[src/rtl/bcp_pkg.sv]
// rtl/bcp_pkg.sv - shared types and clause word field helpers for the BCP clause scanner
package bcp_pkg;

  localparam int MAX_VARS  = 32;
  localparam int MAX_VAR_W = 8;

  typedef logic [MAX_VARS-1:0]   var_vec_t;
  typedef logic [2*MAX_VARS-1:0] word_vec_t;

  typedef enum logic [1:0] {IDLE, SCAN, DRAIN, DONE} scan_state_e;

  typedef enum logic [2:0] {EMPTY_SLOT, SAT, CONFLICT, UNIT, OPEN} clause_class_e;

  typedef struct packed {
    clause_class_e          cls;
    logic [MAX_VAR_W-1:0]   var_idx;
    logic                   val;
  } clause_eval_t;

  // Mask of the low n variable positions.
  function automatic var_vec_t low_mask(input int n);
    var_vec_t m;
    m = '0;
    for (int i = 0; i < MAX_VARS; i++) begin
      if (i < n) m[i] = 1'b1;
    end
    return m;
  endfunction

  // Presence mask sits directly above the polarity field.
  function automatic var_vec_t clause_presence(input word_vec_t word, input int n);
    return var_vec_t'(word >> n) & low_mask(n);
  endfunction

  // Polarity field occupies the low n bits; 1 means a positive literal.
  function automatic var_vec_t clause_polarity(input word_vec_t word, input int n);
    return var_vec_t'(word) & low_mask(n);
  endfunction

endpackage

[src/rtl/bcp_clause_scanner_if.sv]
// rtl/bcp_clause_scanner_if.sv - clause store read port between scanner and store
interface bcp_clause_scanner_if #(
  parameter int VAR_NUM = 9,
  parameter int ADDR_W  = 3
);
  logic [ADDR_W-1:0]    mem_addr;
  logic                 mem_en;
  logic                 mem_write;
  logic [2*VAR_NUM-1:0] mem_rdata;

  modport master (output mem_addr, output mem_en, output mem_write, input mem_rdata);
  modport slave  (input mem_addr, input mem_en, input mem_write, output mem_rdata);
endinterface

[src/rtl/bcp_clause_eval.sv]
// rtl/bcp_clause_eval.sv - combinational classification of one clause word against an assignment
module bcp_clause_eval
  import bcp_pkg::*;
#(
  parameter int VAR_NUM = 9
) (
  input  logic [2*VAR_NUM-1:0] word,
  input  logic [VAR_NUM-1:0]   asg_valid,
  input  logic [VAR_NUM-1:0]   asg_value,
  output clause_eval_t         result
);

  logic [VAR_NUM-1:0]   pres;
  logic [VAR_NUM-1:0]   pol;
  logic [VAR_NUM-1:0]   is_true;
  logic [VAR_NUM-1:0]   is_free;
  logic                 seen_free;
  logic                 multi_free;
  logic [MAX_VAR_W-1:0] low_idx;
  logic                 low_pol;

  assign pres    = VAR_NUM'(clause_presence(word_vec_t'(word), VAR_NUM));
  assign pol     = VAR_NUM'(clause_polarity(word_vec_t'(word), VAR_NUM));
  assign is_true = pres & asg_valid & ~(asg_value ^ pol);
  assign is_free = pres & ~asg_valid;

  // Find the lowest free literal and whether more than one is free, then classify.
  always_comb begin
    seen_free  = 1'b0;
    multi_free = 1'b0;
    low_idx    = '0;
    low_pol    = 1'b0;
    for (int i = 0; i < VAR_NUM; i++) begin
      if (is_free[i]) begin
        if (seen_free) begin
          multi_free = 1'b1;
        end else begin
          low_idx = MAX_VAR_W'(i);
          low_pol = pol[i];
        end
        seen_free = 1'b1;
      end
    end

    result.cls     = OPEN;
    result.var_idx = low_idx;
    result.val     = low_pol;
    if (pres == '0)         result.cls = EMPTY_SLOT;
    else if (|is_true)      result.cls = SAT;
    else if (!seen_free)    result.cls = CONFLICT;
    else if (!multi_free)   result.cls = UNIT;
    else                    result.cls = OPEN;
  end

endmodule

[src/rtl/bcp_clause_scanner.sv]
// rtl/bcp_clause_scanner.sv - BCP clause store read sequencer; BCP_SAT_COUNT_EN adds a satisfied-clause counter
module bcp_clause_scanner
  import bcp_pkg::*;
#(
  parameter int VAR_NUM    = 9,
  parameter int CLAUSE_NUM = 7,
  localparam int ADDR_W    = $clog2(CLAUSE_NUM),
  localparam int VAR_W     = $clog2(VAR_NUM)
) (
  input  logic                 clk,
  input  logic                 rst,
  input  logic                 start,
  input  logic [VAR_NUM-1:0]   asg_valid,
  input  logic [VAR_NUM-1:0]   asg_value,
  bcp_clause_scanner_if.master mem,
  output logic                 busy,
  output logic                 done,
  output logic                 conflict,
  output logic [ADDR_W-1:0]    conflict_idx,
  output logic                 unit_found,
  output logic [VAR_W-1:0]     unit_var,
  output logic                 unit_val,
  output logic [ADDR_W:0]      sat_count
);

  localparam logic [ADDR_W-1:0] LAST_ADDR = ADDR_W'(CLAUSE_NUM - 1);

  scan_state_e          state_q, state_d;
  logic [ADDR_W-1:0]    addr_q, addr_d;
  logic [ADDR_W-1:0]    rd_addr_q, rd_addr_d;
  logic                 rvalid_q, rvalid_d;
  logic [VAR_NUM-1:0]   snap_valid_q, snap_valid_d;
  logic [VAR_NUM-1:0]   snap_value_q, snap_value_d;
  logic                 conflict_q, conflict_d;
  logic [ADDR_W-1:0]    conflict_idx_q, conflict_idx_d;
  logic                 unit_found_q, unit_found_d;
  logic [VAR_W-1:0]     unit_var_q, unit_var_d;
  logic                 unit_val_q, unit_val_d;
  logic                 issue;
  logic                 accept;
  logic                 hit_conflict;
  clause_eval_t         ev;

  bcp_clause_eval #(.VAR_NUM(VAR_NUM)) u_eval (
    .word      (mem.mem_rdata),
    .asg_valid (snap_valid_q),
    .asg_value (snap_value_q),
    .result    (ev)
  );

  // A start is taken whenever no scan is running, including the DONE cycle.
  assign accept       = start && (state_q == IDLE || state_q == DONE);
  // Conflict on the word arriving now stops further reads in this very cycle.
  assign hit_conflict = rvalid_q && (ev.cls == CONFLICT);

  assign mem.mem_addr  = addr_q;
  assign mem.mem_en    = issue;
  assign mem.mem_write = 1'b0;

  assign busy         = (state_q == SCAN) || (state_q == DRAIN);
  assign done         = (state_q == DONE);
  assign conflict     = conflict_q;
  assign conflict_idx = conflict_idx_q;
  assign unit_found   = unit_found_q;
  assign unit_var     = unit_var_q;
  assign unit_val     = unit_val_q;

  // Next-state, read issue and result capture.
  always_comb begin
    state_d        = state_q;
    addr_d         = addr_q;
    rd_addr_d      = rd_addr_q;
    issue          = 1'b0;
    snap_valid_d   = snap_valid_q;
    snap_value_d   = snap_value_q;
    conflict_d     = conflict_q;
    conflict_idx_d = conflict_idx_q;
    unit_found_d   = unit_found_q;
    unit_var_d     = unit_var_q;
    unit_val_d     = unit_val_q;

    case (state_q)
      IDLE: if (accept) state_d = SCAN;
      SCAN: begin
        issue = !hit_conflict;
        if (hit_conflict)             state_d = DONE;
        else if (addr_q == LAST_ADDR) state_d = DRAIN;
        else                          addr_d  = addr_q + 1'b1;
      end
      DRAIN: state_d = DONE;
      DONE:  state_d = accept ? SCAN : IDLE;
      default: state_d = IDLE;
    endcase

    if (accept) begin
      snap_valid_d   = asg_valid;
      snap_value_d   = asg_value;
      addr_d         = '0;
      conflict_d     = 1'b0;
      conflict_idx_d = '0;
      unit_found_d   = 1'b0;
      unit_var_d     = '0;
      unit_val_d     = 1'b0;
    end

    rvalid_d = issue;
    if (issue) rd_addr_d = addr_q;

    if (rvalid_q) begin
      if (ev.cls == CONFLICT && !conflict_q) begin
        conflict_d     = 1'b1;
        conflict_idx_d = rd_addr_q;
      end else if (ev.cls == UNIT && !unit_found_q) begin
        unit_found_d = 1'b1;
        unit_var_d   = VAR_W'(ev.var_idx);
        unit_val_d   = ev.val;
      end
    end
  end

  // State and result registers.
  always_ff @(posedge clk or posedge rst) begin
    if (rst) begin
      state_q        <= IDLE;
      addr_q         <= '0;
      rd_addr_q      <= '0;
      rvalid_q       <= 1'b0;
      snap_valid_q   <= '0;
      snap_value_q   <= '0;
      conflict_q     <= 1'b0;
      conflict_idx_q <= '0;
      unit_found_q   <= 1'b0;
      unit_var_q     <= '0;
      unit_val_q     <= 1'b0;
    end else begin
      state_q        <= state_d;
      addr_q         <= addr_d;
      rd_addr_q      <= rd_addr_d;
      rvalid_q       <= rvalid_d;
      snap_valid_q   <= snap_valid_d;
      snap_value_q   <= snap_value_d;
      conflict_q     <= conflict_d;
      conflict_idx_q <= conflict_idx_d;
      unit_found_q   <= unit_found_d;
      unit_var_q     <= unit_var_d;
      unit_val_q     <= unit_val_d;
    end
  end

`ifdef BCP_SAT_COUNT_EN
  logic [ADDR_W:0] sat_count_q, sat_count_d;

  // Count satisfied clauses of the current scan.
  always_comb begin
    sat_count_d = sat_count_q;
    if (accept)                          sat_count_d = '0;
    else if (rvalid_q && ev.cls == SAT)  sat_count_d = sat_count_q + 1'b1;
  end

  // Satisfied-clause counter register.
  always_ff @(posedge clk or posedge rst) begin
    if (rst) sat_count_q <= '0;
    else     sat_count_q <= sat_count_d;
  end

  assign sat_count = sat_count_q;
`else
  assign sat_count = '0;
`endif

endmodule

[src/flat_wrapper.sv]
// flat-port wrapper written by rule: the top's interface ports become plain ports
module bcp_clause_scanner_flat import bcp_pkg::*;
#(
  parameter int VAR_NUM    = 9,
  parameter int CLAUSE_NUM = 7,
  localparam int ADDR_W    = $clog2(CLAUSE_NUM),
  localparam int VAR_W     = $clog2(VAR_NUM)
)
  (clk, rst, start, asg_valid, asg_value, busy, done, conflict, conflict_idx, unit_found, unit_var, unit_val, sat_count, mem_mem_addr, mem_mem_en, mem_mem_write, mem_mem_rdata);
  bcp_clause_scanner_if #(.VAR_NUM(VAR_NUM), .ADDR_W(3)) mem_i ();
  input  logic clk;
  input  logic rst;
  input  logic start;
  input  logic [VAR_NUM-1:0] asg_valid;
  input  logic [VAR_NUM-1:0] asg_value;
  output logic busy;
  output logic done;
  output logic conflict;
  output logic [ADDR_W-1:0] conflict_idx;
  output logic unit_found;
  output logic [VAR_W-1:0] unit_var;
  output logic unit_val;
  output logic [ADDR_W:0] sat_count;
  output wire logic [$bits(mem_i.mem_addr)-1:0] mem_mem_addr;
  output wire logic [$bits(mem_i.mem_en)-1:0] mem_mem_en;
  output wire logic [$bits(mem_i.mem_write)-1:0] mem_mem_write;
  input wire logic [$bits(mem_i.mem_rdata)-1:0] mem_mem_rdata;
  assign mem_mem_addr = mem_i.mem_addr;
  assign mem_mem_en = mem_i.mem_en;
  assign mem_mem_write = mem_i.mem_write;
  assign mem_i.mem_rdata = mem_mem_rdata;
  bcp_clause_scanner #(.VAR_NUM(VAR_NUM), .CLAUSE_NUM(CLAUSE_NUM)) u_core (.clk(clk), .rst(rst), .start(start), .asg_valid(asg_valid), .asg_value(asg_value), .mem(mem_i), .busy(busy), .done(done), .conflict(conflict), .conflict_idx(conflict_idx), .unit_found(unit_found), .unit_var(unit_var), .unit_val(unit_val), .sat_count(sat_count));
endmodule
[config.mk]
export PLATFORM = sky130hd
export DESIGN_NAME = bcp_clause_scanner_flat
export DESIGN_NICKNAME = d
export VERILOG_FILES = /design/src/rtl/bcp_pkg.sv /design/src/rtl/bcp_clause_scanner_if.sv /design/src/rtl/bcp_clause_eval.sv /design/src/rtl/bcp_clause_scanner.sv /design/src/flat_wrapper.sv
export SDC_FILE = /design/constraint.sdc
export NUM_CORES = 1
export LEC_CHECK = 0
export ABC_AREA = 1
export BUFFER_PORTS_ARGS = -buffer_cell sky130_fd_sc_hd__buf_2
export CAP_MARGIN = 15
export CORE_MARGIN = 5
export CORE_UTILIZATION = 50
export CTS_BUF_LIST = sky130_fd_sc_hd__clkbuf_2 sky130_fd_sc_hd__clkbuf_4 sky130_fd_sc_hd__clkbuf_8
export DETAILED_ROUTE_END_ITERATION = 8
export PLACE_DENSITY = 0.76
export SLEW_MARGIN = 10
export SYNTH_ARGS = -nofsm -noshare
export SYNTH_HDL_FRONTEND = slang
export SYNTH_SLANG_ARGS = --single-unit
[constraint.sdc]
create_clock -name clk -period 2.6 [get_ports clk]
set_input_delay 0.52 -clock clk [delete_from_list [all_inputs] [get_ports clk]]
set_output_delay 0.52 -clock clk [all_outputs]
set_load 0.01 [all_outputs]
== Yosys cells after proc, flatten, opt, wreduce, memory -nomap -nowiden ==
Cells that the tools add are included.

* RAM bits: 0
* Latch bits: 0
* Output and inout port bits: 21
* Register bits: 37
* Bits in read-only memories: 0
* Bits of input ports: 39
* Logic and storage cells: 133
* Memories: 0

* Divide/modulo/power cells: 0
* Eq/ne operators: 10
* Bitwise logic cells: 6
* Reductions and logical operators: 15
* Shifts and indexed selects: 0
* $lt $le $gt $ge: 0
* $add $sub $neg: 1
* Mux-type cells: 90
* $mul: 0

{| class="wikitable"
|+ Operators with widths
! cell !! number
|-
| two-way mux 4 bit || 17
|-
| two-way mux 1 bit || 57
|-
| two-way mux 3 bit || 11
|-
| AND 9 bit || 3
|-
| NOT 9 bit || 2
|-
| logical NOT 9 bit || 1
|-
| OR reduction 9 bit || 1
|-
| bitwise XOR 9 bit || 1
|-
| two-way mux 2 bit || 4
|-
| case mux 2 bit (4 select lines) || 1
|-
| == test 3 x 2 -> 1 bit (second input constant) || 2
|-
| inequality test 2 x 1 -> 1 bit (second input constant) || 3
|-
| == test 2 bit (second input constant) || 2
|-
| logical AND 1 bit || 4
|-
| adder 3 x 1 -> 3 bit (second input constant) || 1
|-
| == test 3 bit (second input constant) || 1
|-
| logical NOT 1 bit || 3
|-
| inequality test 3 x 2 -> 1 bit (second input constant) || 1
|-
| AND reduction 3 bit || 1
|-
| == test 2 x 1 -> 1 bit (second input constant) || 1
|-
| logical NOT 2 bit || 1
|-
| logical OR 1 bit || 2
|-
| AND reduction 2 bit || 1
|-
| nonzero test 2 bit || 1
|}

== Logic depth before layout (Yosys ltp) ==
* Depth after elaboration: 28
* Depth in mapped cells: 13

== By module ==
From an unflattened synthesis, not the netlist that was laid out.

* Cell total of the unflattened synthesis: 327
* Area, all modules: 2397.3 sq um

{| class="wikitable"
|+ Modules (own cells, without submodules)
! module !! instances !! area each (sq um) !! cells an instance
|-
| bcp_clause_scanner || 1 || 1699.1 || 192
|-
| bcp_clause_eval || 1 || 698.2 || 135
|}

== Least setup slack after synthesis ==
Ideal clock, no wire load.

* Kind: input-to-output
* Start point: input port mem_mem_rdata[12]
* End point: output port mem_mem_en
* Data required time: 2.080 ns
* Path buffers: 0
* Slack: 0.667 ns
* Arrival: 1.413 ns
* Stages on the path: 8
* Cells stage by stage: nand2_1 -> nand2_4 -> nor2_8 -> nand2_2 -> nor3_4 -> nand2_4 -> nand2_2 -> inv_2

* Word-level cells in the longest chain between the ends: 20

{| class="wikitable"
|+ Ends and longest elaborated chain
! what !! RTL line !! source
|-
| from (decl) || flat_wrapper.sv:27 || <nowiki>input wire logic [$bits(mem_i.mem_rdata)-1:0] mem_mem_rdata;</nowiki>
|-
| AND 9 bit || bcp_clause_eval.sv:25 || <nowiki>assign is_free = pres & ~asg_valid;</nowiki>
|-
| two-way mux 1 bit || bcp_clause_eval.sv:34 || <nowiki>if (is_free[i]) begin</nowiki>
|-
| two-way mux 1 bit || bcp_clause_eval.sv:35 || <nowiki>if (seen_free) begin</nowiki>
|-
| two-way mux 1 bit || bcp_clause_eval.sv:34 ||
|-
| two-way mux 1 bit || bcp_clause_eval.sv:35 ||
|-
| two-way mux 1 bit || bcp_clause_eval.sv:34 ||
|-
| two-way mux 1 bit || bcp_clause_eval.sv:35 ||
|-
| two-way mux 1 bit || bcp_clause_eval.sv:34 ||
|-
| [... 4 more ...] || -- ||
|-
| two-way mux 3 bit || bcp_clause_eval.sv:51 || <nowiki>else if (!multi_free) result.cls = UNIT;</nowiki>
|-
| two-way mux 3 bit || bcp_clause_eval.sv:50 || <nowiki>else if (!seen_free) result.cls = CONFLICT;</nowiki>
|-
| two-way mux 3 bit || bcp_clause_eval.sv:49 || <nowiki>else if (|is_true) result.cls = SAT;</nowiki>
|-
| two-way mux 3 bit (*) || bcp_clause_eval.sv:48 || <nowiki>if (pres == '0) result.cls = EMPTY_SLOT;</nowiki>
|-
| == test 3 x 2 -> 1 bit (*) || bcp_clause_scanner.sv:54 || <nowiki>assign hit_conflict = rvalid_q && (ev.cls == CONFLICT);</nowiki>
|-
| logical AND 1 bit (*) || bcp_clause_scanner.sv:54 ||
|-
| logical NOT 1 bit (*) || bcp_clause_scanner.sv:85 || <nowiki>issue = !hit_conflict;</nowiki>
|-
| two-way mux 1 bit (*) || bcp_clause_scanner.sv:82 || <nowiki>case (state_q)</nowiki>
|-
| to (decl) || flat_wrapper.sv:25 || <nowiki>output wire logic [$bits(mem_i.mem_en)-1:0] mem_mem_en;</nowiki>
|}

Every way passes the cells marked *; elsewhere a longest branch is shown, timed or not.

== Final worst setup path ==
* Start point: register u_core.snap_value_q[6]
* End point: output port mem_mem_en

* Word-level cells in the longest chain between the ends: 10

{| class="wikitable"
|+ Ends and longest elaborated chain
! what !! RTL line !! source
|-
| from (decl) || bcp_clause_scanner.sv:33 || <nowiki>logic [VAR_NUM-1:0] snap_value_q, snap_value_d;</nowiki>
|-
| from (signal assigned) || bcp_clause_scanner.sv:141 || <nowiki>snap_value_q <= snap_value_d;</nowiki>
|-
| bitwise XOR 9 bit || bcp_clause_eval.sv:24 || <nowiki>assign is_true = pres & asg_valid & ~(asg_value ^ pol);</nowiki>
|-
| NOT 9 bit || bcp_clause_eval.sv:24 ||
|-
| AND 9 bit || bcp_clause_eval.sv:24 ||
|-
| OR reduction 9 bit || bcp_clause_eval.sv:49 ||
|-
| two-way mux 3 bit || bcp_clause_eval.sv:49 ||
|-
| two-way mux 3 bit || bcp_clause_eval.sv:48 ||
|-
| == test 3 x 2 -> 1 bit || bcp_clause_scanner.sv:54 ||
|-
| logical AND 1 bit || bcp_clause_scanner.sv:54 ||
|-
| logical NOT 1 bit || bcp_clause_scanner.sv:85 ||
|-
| two-way mux 1 bit || bcp_clause_scanner.sv:82 ||
|}

No other way between the ends.

==> results.sh <==
export IMPL_outcome="finished clean"
export IMPL_utilization=0.607
export IMPL_coreArea_um2=4660
export IMPL_syn_avg_cell_area_um2=7.22
export IMPL_die_w_um=79.0
export IMPL_synth_top_area_frac=0.388
export IMPL_clockRootBuffer="clkbuf_8"
export IMPL_rsz0062_at_grt="false"
export IMPL_grt_usage=0.185
export IMPL_die_area_um2=6250
export IMPL_drive_above_1_share=0.253
export IMPL_drc_errors=0
export IMPL_vias=2127
export IMPL_cts_tree="built"
export IMPL_setup_violations=0
export IMPL_whs_ps=316
export IMPL_ys_ff_latch=37
export IMPL_pre_cts_ws_ps=234
export IMPL_startpoint_type="flip-flop"
export IMPL_end_kind="output port"
export IMPL_crit_fanout=8
export IMPL_p_per_area_nw_per_um2=1020
export IMPL_ys_seq_area_frac=0.388
export IMPL_gp_congestion=0.875
export IMPL_cts_buffers=5
export IMPL_slew_headroom=0.648
export IMPL_tightest_slew_ps=525
export IMPL_worstSetupPathType="reg2out"
export IMPL_grt_util_met3=0.0420
export IMPL_post_cts_buffers=0
export IMPL_syn_inst=330
export IMPL_global_route_usage_met1=0.238
export IMPL_vias_per_cell=4.81
export IMPL_rows=25
export IMPL_cp_required_ps=2080
export IMPL_synth_cell_types=30
export IMPL_synthArstFlopShare=1.00
export IMPL_clk_pin_slew_ps=80
export IMPL_fillers=425
export IMPL_antenna_left=0
export IMPL_fin_crit_sh=0.913
export IMPL_slew_violations=0
export IMPL_use_met2=0.307
export IMPL_overflow=0
export IMPL_cp_arrival_ps=1850
export IMPL_area_growth_syn_to_layout_pct=18.6
export IMPL_synth_largest_area_cell="dfrtp_1"
export IMPL_final_hold_violation_count=0
export IMPL_power_leakage_nw=1.61
export IMPL_cap_violations=0
export IMPL_dp_cells=434
export IMPL_hp_class="in2async"
export IMPL_skew_ps=4.38
export IMPL_firstDrtPassIters=4
export IMPL_final_nets=433
export IMPL_h_tree_depth=2
export IMPL_clk_latency_ps=290
export IMPL_n_antenna_cell=0
export IMPL_synth_area_um2=2380
export IMPL_cts_path_max_buffers=2
export IMPL_finalPower_mw=2.88
export IMPL_synth_ff_type="dfrtp_1"
export IMPL_fin_cells=442
export IMPL_fmaxAchievable_mhz=421
export IMPL_setup_slack_ps=226
export IMPL_grt_max_degree=38
export IMPL_first_iter_violations=130
export IMPL_grt_busiest_layer="met2"
export IMPL_synth_edff_count=0
export IMPL_fin_crit_ps=2370
export IMPL_io_buffers=54
export IMPL_grt_antenna_before_repair=0
export IMPL_place_hpwl_um=4070
export IMPL_routedWlPerCell_um=11.8
export IMPL_grt_pass1_vias=2129
export IMPL_yosys_warnings=0
export IMPL_clock_sinks=37
export IMPL_grt_pass1_wl_um=9200
export IMPL_placed_cell_area_um2=2690
export IMPL_ir_drop_v=0.000525
export IMPL_finalInstanceArea_um2=2830
export IMPL_synthTopCellsByArea="dfrtp_1 39%, nand2_1 17%, inv_1 7.4%"
export IMPL_pin_count=60
export IMPL_dieHeight_um=79.0
export IMPL_initial_utilization=0.511
export IMPL_fin_setup_tns_ps=0
export IMPL_totalWireLength_um=5230
[path summary, 6_finish.rpt]
check,slack (ps),from,end,cells after the start
worst min-delay path,320,rst,u_core.state_q[1],3
worst min register to register,490,u_core.rd_addr_q[2],u_core.rd_addr_q[2],2
worst max-delay path,230,u_core.snap_value_q[6],mem_mem_en,11
max in group asynchronous,1960,rst,u_core.snap_valid_q[3],3
worst max register to register,600,u_core.state_q[0],u_core.mem.mem_addr[2],8
min in group clk,430,asg_value[0],u_core.snap_value_q[0],3
[synthesized netlist by cell type, types with 2 or more instances]
library cell	n
clkbuf_1	4
nand3_2	7
buf_4	5
dfrtp_1	37
inv_1	47
o21ai_2	4
nand2_4	3
ha_1	7
o21ai_1	8
o21ai_0	21
inv_2	3
nor2_1	25
nor2_4	2
nor3_1	4
nand2_2	7
nor2_2	3
a21oi_1	4
nand2_1	111
nand3_1	11
nand3b_1	7
[worst max-delay path, cell delays in order, from the launching register on]
cell      delay (ps)
dfrtp_1          380
inv_1             90
nand2_1           70
nand3b_1          80
nand2_1           50
nor2_1           160
nand2_1           90
nor2_2           180
nand2_4          120
nand2_2          130
inv_2             60
buf_2            130
[what timing repair did]
item | 4_1_cts | 5_1_grt
gates resized for setup | 0 | 1
hold buffers | 0 | 0
setup endpoints to repair | 0 | 1
[layout make-up]
class / instances / area, µm² / share of cell area
sequential: 37 / 926 / 0.327
timing repair buffer: 56 / 285 / 0.101
clock inverter: 3 / 68.8 / 0.0243
tap: 54 / 67.6 / 0.0239
inverter: 51 / 191 / 0.0677
multi-input combinational: 236 / 1220 / 0.431
clock buffer: 5 / 68.8 / 0.0243
[state kept, by name (all words and copies together), names as in the netlist, 2 cells and up]
signal               count
u_core.snap_valid_q      9
u_core.snap_value_q      9
u_core.state_q           2
u_core.mem.mem_addr      3
u_core.unit_var          4
u_core.conflict_idx      3
u_core.rd_addr_q         3
[per-layer routing]
| layer | vias to the layer above | part of all wire |
|---|---|---|
| met5 | - | 0 |
| met4 | 0 | 0.011 |
| met3 | 6 | 0.054 |
| met2 | 67 | 0.46 |
| met1 | 938 | 0.47 |
| li1 | 1116 | - |
[where the power goes]
part | internal [mW] | switching (mW)
logic | 0.465 | 0.864
clock network | 0.386 | 0.221
registers | 0.796 | 0.146
[placed cells by master, fill, tap and decap left out]
| cell type | netlist | routed |
|---|---|---|
| a21oi_1 | 4 | 4 |
| a21oi_2 | 1 | 1 |
| buf_2 | 0 | 54 |
| buf_4 | 5 | 2 |
| bufinv_16 | 0 | 2 |
| clkbuf_8 | 0 | 5 |
| clkinv_1 | 1 | 1 |
| conb_1 | 1 | 5 |
| dfrtp_1 | 37 | 37 |
| ha_1 | 7 | 7 |
| inv_1 | 47 | 47 |
| inv_2 | 3 | 3 |
| inv_6 | 0 | 1 |
| nand2_1 | 111 | 111 |
| nand2_2 | 7 | 7 |
| nand2_4 | 3 | 3 |
| nand3_1 | 11 | 11 |
| nand3_2 | 7 | 7 |
| nand3b_1 | 7 | 7 |
| nand4_1 | 1 | 1 |
| nor2_1 | 25 | 24 |
| nor2_2 | 3 | 4 |
| nor2_4 | 2 | 2 |
| nor2_8 | 1 | 1 |
| nor3_1 | 4 | 4 |
| nor3_4 | 1 | 1 |
| o21ai_0 | 21 | 21 |
| o21ai_1 | 8 | 8 |
| o21ai_2 | 4 | 4 |
| o21ai_4 | 1 | 1 |
| o21bai_1 | 1 | 1 |
| xnor2_1 | 1 | 1 |
[cells by family (layout without fill, tap and decap cells)]
| kind of cell | count (synthesis) | after routing | synth area share |
|---|---|---|---|
| and+or+nand+nor | 183 | 183 | 0.365 |
| buffers and inverters | 61 | 115 | 0.107 |
| AOI/OAI and AO/OA | 40 | 40 | 0.0976 |
| DFF | 37 | 37 | 0.388 |
| adders and majority gates | 7 | 7 | 0.0367 |
| other | 1 | 5 | 0.00157 |
| xor gates and xnor gates | 1 | 1 | 0.00368 |
No activity file was read; power rests on OpenSTA's default activity.
